<file path="src/rtl/frame_align_pkg.sv">
// Shared types and constants for the frame-lane alignment controller.
package frame_align_pkg;

  typedef enum logic [2:0] {
    IDLE,
    COMPARE,
    SLIP,
    SETTLE,
    VERIFY,
    LOCKED,
    FAIL
  } frmState_t;

  localparam int SlipCntW   = 4;
  localparam int SettleCntW = 4;
  localparam int MatchCntW  = 8;
  localparam int MissCntW   = 8;

  // Frame word the ADC emits for each supported resolution.
  function automatic logic [15:0] frmDefaultPattern(input int adcBits);
    case (adcBits)
      8:       return 16'h00F0;
      10:      return 16'h03E0;
      12:      return 16'h0FC0;
      default: return 16'h3F80;
    endcase
  endfunction

endpackage

</file>
<file path="src/rtl/frame_align_ctrl_match.sv">
// Registered frame-word compare with consecutive match and mismatch counters.
module frame_word_match
  import frame_align_pkg::*;
#(
  parameter int                 AdcBits = 14,
  parameter logic [AdcBits-1:0] Pattern = '0
) (
  input  logic                 DatClkDiv,
  input  logic                 DatRst,
  input  logic [AdcBits-1:0]   frmWord,
  input  logic                 matchEn,
  input  logic                 missEn,
  output logic                 wordMatch,
  output logic [MatchCntW-1:0] matchCnt,
  output logic [MissCntW-1:0]  missCnt
);

  logic [AdcBits-1:0] wordQ;

  assign wordMatch = (wordQ == Pattern);

  // Counters clear whenever their enable is low, so each run starts from zero.
  always_ff @(posedge DatClkDiv or posedge DatRst) begin
    if (DatRst) begin
      wordQ    <= '0;
      matchCnt <= '0;
      missCnt  <= '0;
    end else begin
      wordQ <= frmWord;
      if (!matchEn || !wordMatch) matchCnt <= '0;
      else if (matchCnt != '1)    matchCnt <= matchCnt + 1'b1;
      if (!missEn || wordMatch)   missCnt <= '0;
      else if (missCnt != '1)     missCnt <= missCnt + 1'b1;
    end
  end

endmodule

</file>
<file path="src/rtl/frame_align_ctrl.sv">
// Frame-lane bitslip alignment controller for a deserialized ADC link.
// Optional lock-loss monitor enabled by defining FRM_LOCK_MONITOR_EN.
module frame_align_ctrl
  import frame_align_pkg::*;
#(
  parameter int          AdcBits      = 14,
  parameter logic [15:0] FrmPattern   = frmDefaultPattern(AdcBits),
  parameter int          SettleCycles = 4,
  parameter int          MaxSlips     = 14,
  parameter int          LockCount    = 8,
  parameter int          LossCount    = 4
) (
  input  logic                DatClkDiv,
  input  logic                DatRst,
  input  logic [15:0]         FrmData,
  input  logic                AlignStart,
  output logic                FrmBitslip,
  output logic                FrmAlignDone,
  output logic                FrmAlignFail,
  output logic [SlipCntW-1:0] SlipCount,
  output logic                FrmLockLost
);

  localparam logic [SettleCntW-1:0] SettleLast = SettleCntW'(SettleCycles - 1);
  localparam logic [SlipCntW-1:0]   SlipLimit  = SlipCntW'(MaxSlips);
  localparam logic [MatchCntW-1:0]  LockLast   = MatchCntW'(LockCount - 1);

  frmState_t              state, stateNext;
  logic [SlipCntW-1:0]    slipNext;
  logic [SettleCntW-1:0]  settleCnt, settleNext;
  logic                   wordMatch, matchEn, missEn;
  logic [MatchCntW-1:0]   matchCnt;
  logic [MissCntW-1:0]    missCnt;
  logic                   unusedHighBits;

  assign unusedHighBits = ^FrmData[15:AdcBits];
  assign matchEn = (state == COMPARE) || (state == VERIFY);

  frame_word_match #(
    .AdcBits (AdcBits),
    .Pattern (FrmPattern[AdcBits-1:0])
  ) uMatch (
    .DatClkDiv (DatClkDiv),
    .DatRst    (DatRst),
    .frmWord   (FrmData[AdcBits-1:0]),
    .matchEn   (matchEn),
    .missEn    (missEn),
    .wordMatch (wordMatch),
    .matchCnt  (matchCnt),
    .missCnt   (missCnt)
  );

`ifdef FRM_LOCK_MONITOR_EN
  localparam logic [MissCntW-1:0] LossLast = MissCntW'(LossCount - 1);
  logic lostNext;
  assign missEn = (state == LOCKED);
`else
  logic unusedMissCnt;
  assign missEn        = 1'b0;
  assign unusedMissCnt = ^missCnt;
  assign FrmLockLost   = 1'b0;
`endif

  always_comb begin
    stateNext  = state;
    slipNext   = SlipCount;
    settleNext = '0;
`ifdef FRM_LOCK_MONITOR_EN
    lostNext   = 1'b0;
`endif
    case (state)
      SETTLE: begin
        if (settleCnt == SettleLast) stateNext = COMPARE;
        else                         settleNext = settleCnt + 1'b1;
      end
      COMPARE: begin
        if (wordMatch) stateNext = (LockCount <= 1) ? LOCKED : VERIFY;
        else           stateNext = (SlipCount < SlipLimit) ? SLIP : FAIL;
      end
      SLIP: begin
        if (SlipCount != '1) slipNext = SlipCount + 1'b1;
        stateNext = SETTLE;
      end
      VERIFY: begin
        if (wordMatch) begin
          if (matchCnt == LockLast) stateNext = LOCKED;
        end else begin
          stateNext = (SlipCount < SlipLimit) ? SLIP : FAIL;
        end
      end
`ifdef FRM_LOCK_MONITOR_EN
      LOCKED: begin
        if (!wordMatch && (missCnt == LossLast)) begin
          stateNext = COMPARE;
          slipNext  = '0;
          lostNext  = 1'b1;
        end
      end
`endif
      default: ;
    endcase
    // Restart overrides whatever the current state decided, including a pending slip.
    if (AlignStart) begin
      stateNext  = SETTLE;
      slipNext   = '0;
      settleNext = '0;
`ifdef FRM_LOCK_MONITOR_EN
      lostNext   = 1'b0;
`endif
    end
  end

  // Outputs are registered from the next state so they line up with the state they describe.
  always_ff @(posedge DatClkDiv or posedge DatRst) begin
    if (DatRst) begin
      state        <= IDLE;
      SlipCount    <= '0;
      settleCnt    <= '0;
      FrmBitslip   <= 1'b0;
      FrmAlignDone <= 1'b0;
      FrmAlignFail <= 1'b0;
    end else begin
      state        <= stateNext;
      SlipCount    <= slipNext;
      settleCnt    <= settleNext;
      FrmBitslip   <= (stateNext == SLIP);
      FrmAlignDone <= (stateNext == LOCKED);
      FrmAlignFail <= (stateNext == FAIL);
    end
  end

`ifdef FRM_LOCK_MONITOR_EN
  always_ff @(posedge DatClkDiv or posedge DatRst) begin
    if (DatRst) FrmLockLost <= 1'b0;
    else        FrmLockLost <= lostNext;
  end
`endif

endmodule
</file>
<file path="config.mk">
export PLATFORM = sky130hd
export DESIGN_NAME = frame_align_ctrl
export DESIGN_NICKNAME = d
export VERILOG_FILES = /design/src/rtl/frame_align_pkg.sv /design/src/rtl/frame_align_ctrl_match.sv /design/src/rtl/frame_align_ctrl.sv
export SDC_FILE = /design/constraint.sdc
export NUM_CORES = 1
export LEC_CHECK = 0
export CAP_MARGIN = 40
export CORE_ASPECT_RATIO = 1.25
export CORE_MARGIN = 2
export CORE_UTILIZATION = 50
export CTS_CLUSTER_SIZE = 10
export DETAILED_ROUTE_END_ITERATION = 16
export GPL_TIMING_DRIVEN = 1
export PLACE_DENSITY = 0.82
export SYNTH_ARGS = -nofsm -noshare
export SYNTH_HDL_FRONTEND = slang
export SYNTH_HIERARCHICAL = 1
export SYNTH_SLANG_ARGS = --single-unit
export TNS_END_PERCENT = 20
</file>
<file path="constraint.sdc">
create_clock -name DatClkDiv -period 2.1 [get_ports DatClkDiv]
set_input_delay 0.42 -clock DatClkDiv [delete_from_list [all_inputs] [get_ports DatClkDiv]]
set_output_delay 0.42 -clock DatClkDiv [all_outputs]
set_load 0.01 [all_outputs]
</file>
* Word-level counts from Yosys, hierarchy flattened *
Index checks and enable logic that the tools add are counted.
W data, S select, Z words.

operators by class
  add/subtract/negate cells = 3
  $lt $le $gt $ge = 1
  eq/ne operators = 12
  muxes and demuxes = 15
  reductions and logical operators = 8

operators with widths
  cell                    count
  $mux W4                 6
  $mux W3                 6
  $mux W8                 2
  $eq A14 B14 Y1 const B  1
  $pmux W3 S4             1
  $eq A3 B2 Y1 const B    3
  $eq A3 B3 Y1 const B    3
  $add A4 B1 Y4 const B   2
  $add A8 B1 Y8 const B   1
  $eq A8 B3 Y1 const B    1
  $ne A8 B8 Y1 const B    1
  $reduce_bool A2 Y1      3
  $eq A4 B2 Y1 const B    1
  $lt A4 B4 Y1 const B    1
  $ne A4 B4 Y1 const B    1
  $eq A3 B1 Y1 const B    1
  $logic_not A1 Y1        2
  $logic_or A1 B1 Y1      2
  $reduce_and A2 Y1       1

storage, ports and cells
  register bits = 36
  word-level logic and storage cells = 47

* Longest topological paths before layout *
  depth in word-level cells = 6
  gate-level depth with buffers = 7
  mapped depth without buffers = 7

* Modules after synthesis *
Netlist, hierarchy kept.

modules (own cells, without submodules)
  module            instances  cells each  area each (µm²)
  frame_word_match  1          106         1302.5
  frame_align_ctrl  1          69          711.9

* Least setup slack after synthesis *
No wires, ideal clock.

  kind = reg2reg
  start = register uMatch.wordQ[1]
  end = register FrmAlignFail
  setup time = 0.120 ns
  arrival = 1.680 ns
  setup slack = 0.300 ns
  stages on the path, launching flop included = 8
  period minus slack after synthesis = 1.800 ns
  path through = dfrtp_1 > nor4_4 > nand4_4 > inv_1 > nor4b_1 > a31oi_1 > and2b_1 > and3_1

on the way
  word-level cells in the longest chain between the ends = 5

RTL lines
  element                     line                                            text
  start, declared             frame_align_ctrl_match.sv:18                    logic [AdcBits-1:0] wordQ;
  start signal, assigned      frame_align_ctrl_match.sv:29                    wordQ <= frmWord;
  $eq A14 B14 Y1 *            frame_align_ctrl_match.sv:20                    assign wordMatch = (wordQ == Pattern);
  net wordMatch               frame_align_ctrl.sv:31                          logic wordMatch, matchEn, missEn;
  $mux W3 (on tied branches)  frame_align_ctrl.sv:85, frame_align_ctrl.sv:77
  $pmux W3 S4 *               frame_align_ctrl.sv:71                          case (state)
  $mux W3 *                   frame_align_ctrl.sv:103                         if (AlignStart) begin
  $eq A3 B3 Y1 *              frame_align_ctrl.sv:128                         FrmAlignFail <= (stateNext == FAIL);
  end signal, assigned        frame_align_ctrl.sv:128
  end, declared               frame_align_ctrl.sv:19                          output logic FrmAlignFail,

The timed path passes the listed nets; every way through them passes the cells marked *.
A chain may end at the register's enable or synchronous reset.

* Worst setup path after layout *
Ends and elaborated chain as after synthesis.

==> results.yml <==
route:
  wl_per_cell_um: 13.8
  vias_per_cell: 5.58
  route.vias.total: 1105
  drt_iter0_markers: 7
  ant_nets: 0
  wirelength_um: 2730
  remaining_drc_errors: 0
  dr.pass1.iters: 4
place:
  dp_slack_ns: 0.289
  portBuffers: 23
  place_congestion: 0.751
  dpl.hpwl_um: 2060
worst_setup_path:
  cp.required_ns: 2.35
  cp.arrival_ns: 2.08
  crit_slowest_cell: "dfrtp_1"
  critPathLaunch: "uMatch/wordQ[1]"
  reg2reg_depth: 7
  crit_end: "FrmAlignFail"
  r2r-start: "uMatch/wordQ[1]"
  worstPathCellList: "nor4_4, nand4_4, inv_1, nor4b_1, a31oi_1, and2b_1, and3_1"
  crit_path_max_incr_delay_ns: 0.42
  crit_cells: 7
  critPathBufInv: 1
  critPathKind: "flip-flop to flip-flop"
  path_max_fanout: 3
  r2r_slack_ns: 0.27
  start_kind: "flip-flop"
  crit_family: "simple AND/OR/NAND/NOR gates"
  end_kind: "flip-flop"
  r2r_end: "FrmAlignFail"
global_route:
  grt.busiest_layer: "met2"
  use_met3: 0.0695
  grt_usage: 0.188
  grt_pass1_wl_um: 4780
  grt_pass1_vias: 1145
  grt_overflow: 0
  antenna_found_initial: 0
  use_met2: 0.315
  grt_max_degree: 23
  gr-usage-met1: 0.202
layout:
  drive_above_1_share: 0.148
  diodes: 0
  fin_nets: 183
  syn_to_final_growth_pct: 20.7
run:
  cap_violations: 0
synth:
  synth_area_um2: 1590
  synth_warnings: 6
  synth_area_per_cell_um2: 12.1
  netlist_instances: 132
  syn_nets: 154
floorplan:
  initial_core_util: 0.531
  die_h_um: 67.1
  die_area_um2: 3660
  row_count: 22
  ios: 27
  die_x_um: 54.5
  core_um2: 3000
timing:
  finClkSkew_ns: 0.00896
  fin_ws_ns: 0.268
  setup_tns_ns: 0
  setup_viol: 0
  hold_violations: 0
  drv_slew: 0
  max_freq_ghz: 0.546
  tightestPinTransition_ns: 0.526
  grt_setup_unrepaired: "false"
  min_period_ns: 1.83
  maxSlewHeadroom: 0.649
  fin_crit_sh: 0.872
pwr:
  peakVddDrop_uv: 476
  p_total_mw: 1.20
  cellPowerDensity_nw_per_um2: 622
  p_leak_nw: 0.835
clock_tree:
  cts_buffer_depth: 2
  cts_setup_buffers: 0
  clkLatencyLatePin_ns: 0.35
  cts-htree-levels: 2
  cts_tree: "done"
  path_clk_slew_ns: 0.12
  cts_hold_buf: 0
  clock_tree.root_cell: "clkbuf_4"
  ctsResizeCount: 0
  cts_sinks: 36
  cts_buffers: 5
run_status:
  outcome: "completed"
min_path:
  hold_path_class: "input pin to async pin"
==> state kept, by name, summed over array words and instances (netlist names) <==
| name | cells |
|---|---|
| uMatch/wordQ | 14 |
| state | 3 |
| FrmAlignFail | 1 |
| uMatch/matchCnt | 8 |
| SlipCount | 4 |
| FrmBitslip | 1 |
| settleCnt | 4 |
| FrmAlignDone | 1 |
==> cell type report <==
cell class                      count  area, um2
Inverter                            6       22.5
Multi-Input combinational cell     86        642
Clock inverter                      3       23.8
Fill cell                         250       1080
Tap cell                           36       45.0
Clock buffer                        5       37.5
Sequential cell                    36        901
Timing Repair Buffer               26        253
==> metal layers <==
metal / part of all wire / wire (um) / vias up
met4: 0.026 / 70 / 0
met3: 0.049 / 134 / 5
met2: 0.53 / 1460 / 30
met5: 0 / 0 / -
li1: - / - / 535
met1: 0.39 / 1070 / 535
==> placed cells by master, fill, tap and decap left out, types with 2 or more instances in the layout <==
master,count
clkinvlp_4,2
and3_1,5
a2111oi_1,2
dfrtp_1,36
and2_1,2
nor2_1,12
nand2_1,5
buf_4,3
xor2_1,3
a211oi_1,2
a2111oi_2,2
a21oi_1,4
clkbuf_4,5
inv_1,5
nand3_1,7
o21ai_0,2
a31oi_1,3
nor3b_1,2
nor3_1,5
clkdlybuf4s50_1,23
nor4b_1,2
ha_1,3
xnor2_1,3
and4_1,3
==> where the power goes <==
part	switching, mW	internal [mW]	leakage (nW)
clock network	0.244	0.131	0.0274
logic	0.0408	0.0483	0.350
registers	0.0153	0.717	0.458
==> how the worst min path moves through the flow <==
stage	to	slack, ns	cells after the start
after CTS	uMatch/wordQ[8]	0.40	3
final	SlipCount[1]	0.41	2
after global routing	uMatch/wordQ[3]	0.44	3
after floorplan	FrmAlignDone	0.31	1
after detailed placement	settleCnt[0]	0.47	1
after global placement	settleCnt[0]	0.45	1
==> stage by stage <==
| step | area, um2 | instances | util | hold WS (ns) |
|---|---|---|---|---|
| floorplan | 1590 | 132 | - | 0.309 |
| CTS | 1920 | 198 | 0.641 | 0.396 |
| global route | 1920 | 198 | 0.641 | 0.443 |
| finish | 1920 | 198 | 0.641 | 0.411 |
| detailed placement | 1860 | 190 | 0.621 | 0.474 |
| global placement | 1860 | 190 | 0.621 | 0.448 |
Note: power is estimated with default switching activity, not from simulation.
